<file path="config.mk">
export PLATFORM = sky130hd
export DESIGN_NAME = uart_rx_stream
export DESIGN_NICKNAME = d
export VERILOG_FILES = /design/src/rtl/uart_rx_stream.sv
export SDC_FILE = /design/constraint.sdc
export NUM_CORES = 1
export LEC_CHECK = 0
export ABC_AREA = 1
export BUFFER_PORTS_ARGS = -buffer_cell sky130_fd_sc_hd__buf_4
export CAP_MARGIN = 20
export CELL_PAD_IN_SITES_DETAIL_PLACEMENT = 1
export CELL_PAD_IN_SITES_GLOBAL_PLACEMENT = 1
export CORE_ASPECT_RATIO = 0.7
export CORE_UTILIZATION = 50
export DETAILED_ROUTE_END_ITERATION = 16
export PLACE_DENSITY_LB_ADDON = 0.1
export SLEW_MARGIN = 20
export SYNTH_ARGS = -nofsm -noshare
export SYNTH_HDL_FRONTEND = slang
export SYNTH_SLANG_ARGS = --single-unit
</file>
<file path="constraint.sdc">
create_clock -name clk -period 4.25 [get_ports clk]
set_clock_uncertainty 0.1 [all_clocks]
set_input_delay 0.85 -clock clk [delete_from_list [all_inputs] [get_ports clk]]
set_output_delay 0.85 -clock clk [all_outputs]
set_load 0.1 [all_outputs]
</file>
<file path="src/rtl/uart_rx_stream.sv">
// UART 8N1 receiver with a small byte FIFO and a valid/ready output stream.
// Framing errors and overruns are reported as single-cycle registered pulses.
module uart_rx_stream #(
    parameter int unsigned CLKS_PER_BIT = 868,
    parameter int unsigned FIFO_DEPTH   = 4
) (
    input  logic       clk,
    input  logic       rst,
    input  logic       i_rx,
    output logic [7:0] o_data,
    output logic       o_valid,
    input  logic       i_ready,
    output logic       o_busy,
    output logic       o_frame_err,
    output logic       o_overrun
);

    localparam int unsigned CW = $clog2(CLKS_PER_BIT);
    localparam int unsigned PW = $clog2(FIFO_DEPTH);
    localparam logic [CW-1:0] HALF_CNT = CW'(CLKS_PER_BIT / 2);
    localparam logic [CW-1:0] LAST_CNT = CW'(CLKS_PER_BIT - 1);
    localparam logic [PW:0]   FULL_CNT = (PW + 1)'(FIFO_DEPTH);

    typedef enum logic [2:0] {StIdle, StStart, StData, StStop, StBreak} state_e;

    logic          rx_meta_q, rx_s_q;
    state_e        state_q;
    logic [CW-1:0] cnt_q;
    logic [2:0]    bit_idx_q;
    logic [7:0]    shift_q;
    logic          frame_err_q;

    logic [7:0]    mem_q [FIFO_DEPTH];
    logic [PW-1:0] wr_ptr_q, rd_ptr_q;
    logic [PW:0]   count_q;
    logic          overrun_q;

    logic push, pop, full, push_ok;

    // Two-flop synchroniser for the asynchronous RX pin, idles high.
    always_ff @(posedge clk) begin
        if (rst) begin
            rx_meta_q <= 1'b1;
            rx_s_q    <= 1'b1;
        end else begin
            rx_meta_q <= i_rx;
            rx_s_q    <= rx_meta_q;
        end
    end

    // Frame deserialiser: start qualified at mid-bit, then one sample per bit period.
    always_ff @(posedge clk) begin
        if (rst) begin
            state_q     <= StIdle;
            cnt_q       <= '0;
            bit_idx_q   <= '0;
            shift_q     <= '0;
            frame_err_q <= 1'b0;
        end else begin
            frame_err_q <= 1'b0;
            unique case (state_q)
                StIdle: begin
                    cnt_q <= '0;
                    if (!rx_s_q) state_q <= StStart;
                end
                StStart: begin
                    if (cnt_q == HALF_CNT) begin
                        cnt_q <= '0;
                        if (rx_s_q) begin
                            state_q <= StIdle;
                        end else begin
                            state_q   <= StData;
                            bit_idx_q <= '0;
                        end
                    end else begin
                        cnt_q <= cnt_q + CW'(1);
                    end
                end
                StData: begin
                    if (cnt_q == LAST_CNT) begin
                        cnt_q     <= '0;
                        shift_q   <= {rx_s_q, shift_q[7:1]};
                        bit_idx_q <= bit_idx_q + 3'd1;
                        if (bit_idx_q == 3'd7) state_q <= StStop;
                    end else begin
                        cnt_q <= cnt_q + CW'(1);
                    end
                end
                StStop: begin
                    if (cnt_q == LAST_CNT) begin
                        cnt_q <= '0;
                        // Leaving at mid-stop gives half a bit of slack to catch the next start.
                        if (rx_s_q) begin
                            state_q <= StIdle;
                        end else begin
                            frame_err_q <= 1'b1;
                            state_q     <= StBreak;
                        end
                    end else begin
                        cnt_q <= cnt_q + CW'(1);
                    end
                end
                StBreak: begin
                    cnt_q <= '0;
                    if (rx_s_q) state_q <= StIdle;
                end
                default: state_q <= StIdle;
            endcase
        end
    end

    // A good stop sample hands the assembled byte to the FIFO on the same edge.
    assign push    = (state_q == StStop) && (cnt_q == LAST_CNT) && rx_s_q;
    assign pop     = (count_q != '0) && i_ready;
    assign full    = (count_q == FULL_CNT);
    assign push_ok = push && (!full || pop);

    // Byte FIFO; a push into a full FIFO is only accepted if the head leaves this cycle.
    always_ff @(posedge clk) begin
        if (rst) begin
            for (int i = 0; i < int'(FIFO_DEPTH); i++) mem_q[i] <= '0;
            wr_ptr_q  <= '0;
            rd_ptr_q  <= '0;
            count_q   <= '0;
            overrun_q <= 1'b0;
        end else begin
            overrun_q <= push && full && !pop;
            if (push_ok) begin
                mem_q[wr_ptr_q] <= shift_q;
                wr_ptr_q        <= wr_ptr_q + PW'(1);
            end
            if (pop) rd_ptr_q <= rd_ptr_q + PW'(1);
            if (push_ok && !pop)      count_q <= count_q + (PW + 1)'(1);
            else if (!push_ok && pop) count_q <= count_q - (PW + 1)'(1);
        end
    end

    assign o_data      = mem_q[rd_ptr_q];
    assign o_valid     = (count_q != '0);
    assign o_busy      = (state_q != StIdle);
    assign o_frame_err = frame_err_q;
    assign o_overrun   = overrun_q;

endmodule

</file>
==> results.sh <==
export IMPL_ys_seq_elements=69
export IMPL_clkTransAtPathRegs_ns=0.08
export IMPL_ctsHoldBuffers=0
export IMPL_grt_pass1_vias=2639
export IMPL_drive_gt1_frac=0.145
export IMPL_critPathCaptureType="output pin"
export IMPL_clkPwrFrac=0.333
export IMPL_drtIter0Drc=155
export IMPL_fillers=725
export IMPL_hold_path_class="reg -> reg"
export IMPL_diodes=0
export IMPL_drt_wl_total_um=8800
export IMPL_coreArea_mm2=0.00593
export IMPL_yosys_warnings=0
export IMPL_synth_cell_area_mm2=0.00317
export IMPL_ys_top_cells_by_area="edfxtp_1, dfxtp_1, nor2_1"
export IMPL_swShare=0.373
export IMPL_drc=0
export IMPL_clk_insertion_delay_late_ns=0.36
export IMPL_synthAdderAreaFrac=0.0260
export IMPL_drtAntennaViolNets=0
export IMPL_seq_area_frac_synth=0.537
export IMPL_cts_tree="built"
export IMPL_powerDensity_mw_per_mm2=545
export IMPL_hpwl_um=6240
export IMPL_critPathKind="reg -> out"
export IMPL_cp_start_kind="flip-flop"
export IMPL_cts_num_sinks=69
export IMPL_finalNonFillerCells=474
export IMPL_max_stage_delay_ns=0.34
export IMPL_synth_nets=383
export IMPL_finalSetupViolCount=0
export IMPL_async_reset_ff_frac=0
export IMPL_track_usage=0.290
export IMPL_crit_top_cell="buf_4"
export IMPL_p_sw_mw=0.729
export IMPL_grt_overflow=0
export IMPL_synth_cell_types=28
export IMPL_start_util=0.535
export IMPL_final_cell_mix="nor2_1, nand2_1, inv_1"
export IMPL_first_pass_iters=4
export IMPL_avgSynthCellArea_um2=8.50
export IMPL_synth_top_area_frac=0.303
export IMPL_vias=2653
export IMPL_grt_max_degree=29
export IMPL_rows=23
export IMPL_antenna_found_initial=0
export IMPL_hold_viol_final=0
export IMPL_p_int_mw=1.23
export IMPL_leakage_nw=1.44
export IMPL_finalSetupTns_ns=0
export IMPL_ys_flop_type="dfxtp_1"
export IMPL_die_width_um=97.2
export IMPL_htree_levels=3
export IMPL_ir_worst_vdd_mv=0.505
export IMPL_worstMarginPinSlew_ns=0.483
export IMPL_gp_congestion=0.892
export IMPL_finalPower_mw=1.96
export IMPL_die_y_um=68.6
export IMPL_synth_edf_count=32
export IMPL_synth_top_family_by_area="simple AND/OR/NAND/NOR gates"
export IMPL_finalCriticalPeriod_ns=2.90
export IMPL_crit_path_top_delay_cell="inv_1"
export IMPL_synth_top_area_cell="edfxtp_1"
export IMPL_dp_cells=458
export IMPL_cp_arrival_ns=1.95
export IMPL_synth_mux_area_frac=0
export IMPL_min_period_over_period=0.681
export IMPL_synth_compound_area_share=0.0994
export IMPL_p_comb_frac=0.279
export IMPL_rsz0062_at_grt="no"
export IMPL_avgViaCountPerCell=5.60
export IMPL_post_cts_buffers=0
export IMPL_ios=16
export IMPL_grt_pass1_wl_um=14100
export IMPL_holdWs_ns=0.331
export IMPL_required_ns=3.30
export IMPL_avgRoutedWirePerCell_um=18.6
export IMPL_cts_buffers=9
export IMPL_status="finished, final reports clean"
export IMPL_cts_buffer_depth=2
export IMPL_critical_path_max_fanout=17
export IMPL_synthSimpleGateAreaFrac=0.264
export IMPL_max_freq_mhz=345
export IMPL_port_buffers=15
export IMPL_crit_chain="buf_4 -> inv_1 -> o21ai_0 -> o22ai_1 -> buf_4"
export IMPL_dieArea_mm2=0.00667
export IMPL_drv_cap=0
export IMPL_seqPwrFrac=0.388
export IMPL_mostFrequentLayoutCell="nor2_1"
export IMPL_final_nets=404
export IMPL_area_growth_pct=13.1
export IMPL_cts_root_buf="clkbuf_8"
export IMPL_syn_inst=373
export IMPL_synth_xor_area_frac=0.00552
export IMPL_relSlewSlack=0.675
export IMPL_drv_slew=0
export IMPL_post_cts_resized=0
-- power groups by stage --
| stage | Sequential [mW] | Clock [mW] | Combinational, mW |
|---|---|---|---|
| finish | 0.758 | 0.652 | 0.545 |
| global route | 0.762 | 0.683 | 0.575 |
| CTS | 0.758 | 0.657 | 0.542 |
| detailed placement | 0.772 | 0 | 0.536 |
| global placement | 0.771 | 0 | 0.524 |
| floorplan | 0.765 | 0 | 0.423 |
-- routing by layer --
metal,vias up,part of all wire,global-route usage
met2,86,0.43,0.447
met4,0,0.020,0.119
li1,1261,-,-
met5,-,0,0
met1,1292,0.47,0.392
met3,14,0.084,0.0776
-- final timing paths --
kind / start / end / slack (ns) / cells past startpoint
setup / recovery: flip-flop / o_data[1] / 1.35 / 5
hold / removal: rx_meta_q / rx_s_q / 0.33 / 1
setup reg to reg: cnt_q[1] / count_q[2] / 1.51 / 12
hold reg to reg: rx_meta_q / rx_s_q / 0.33 / 1
-- logic make-up (layout without fill, tap and decap cells) --
group / Yosys count / count (layout)
flip-flops: 69 / 69
adder cells (fa/ha/maj): 6 / 6
buffers and inverters: 52 / 78
AO/OA/AOI/OAI: 61 / 61
AND/OR/NAND/NOR: 183 / 183
XOR/XNOR: 2 / 2
-- cell type report --
class                           count  area [µm²]  area share
Tap cell                           75        93.8      0.0262
Clock buffer                       10         128      0.0356
Timing Repair Buffer               16         120      0.0335
Inverter                           46         178      0.0495
Sequential cell                    69        1700       0.475
Clock inverter                      6         111      0.0311
Multi-Input combinational cell    252        1250       0.350
-- through the flow --
stage / setup WS (ns) / instance area [µm²] / utilization
6_report: 1.35 / 3590 / 0.605
5_1_grt: 1.27 / 3590 / 0.605
4_1_cts: 1.42 / 3590 / 0.605
3_5_place_dp: 1.51 / 3350 / 0.565
3_3_place_gp: 1.63 / 3350 / 0.565
2_1_floorplan: 0.987 / 3170 / -
-- worst max-delay path: cells and delay by family (launching register included) --
family / cells / cell delay [ns]
flip-flops: 1 / 0.30
AO/OA/AOI/OAI: 2 / 0.43
buffers and inverters: 3 / 0.86
-- synthesized netlist by cell type (4+ instances only) --
cell	n
clkbuf_1	4
o22ai_1	8
o21ai_0	29
nand3_2	4
inv_1	40
a21oi_1	24
nand3_1	20
dfxtp_1	37
ha_1	5
nor2_2	9
nor2_1	73
edfxtp_1	32
inv_2	4
nand2_1	65
-- sequential cells by signal, summed over array words and instances (netlist names), named ones only --
name	cells
cnt_q	10
state_q	3
mem_q	32
wr_ptr_q	2
shift_q	8
bit_idx_q	3
o_frame_err	1
o_overrun	1
rd_ptr_q	2
count_q	3
rx_s_q	1
rx_meta_q	1
(Power assumes the default switching activity.)
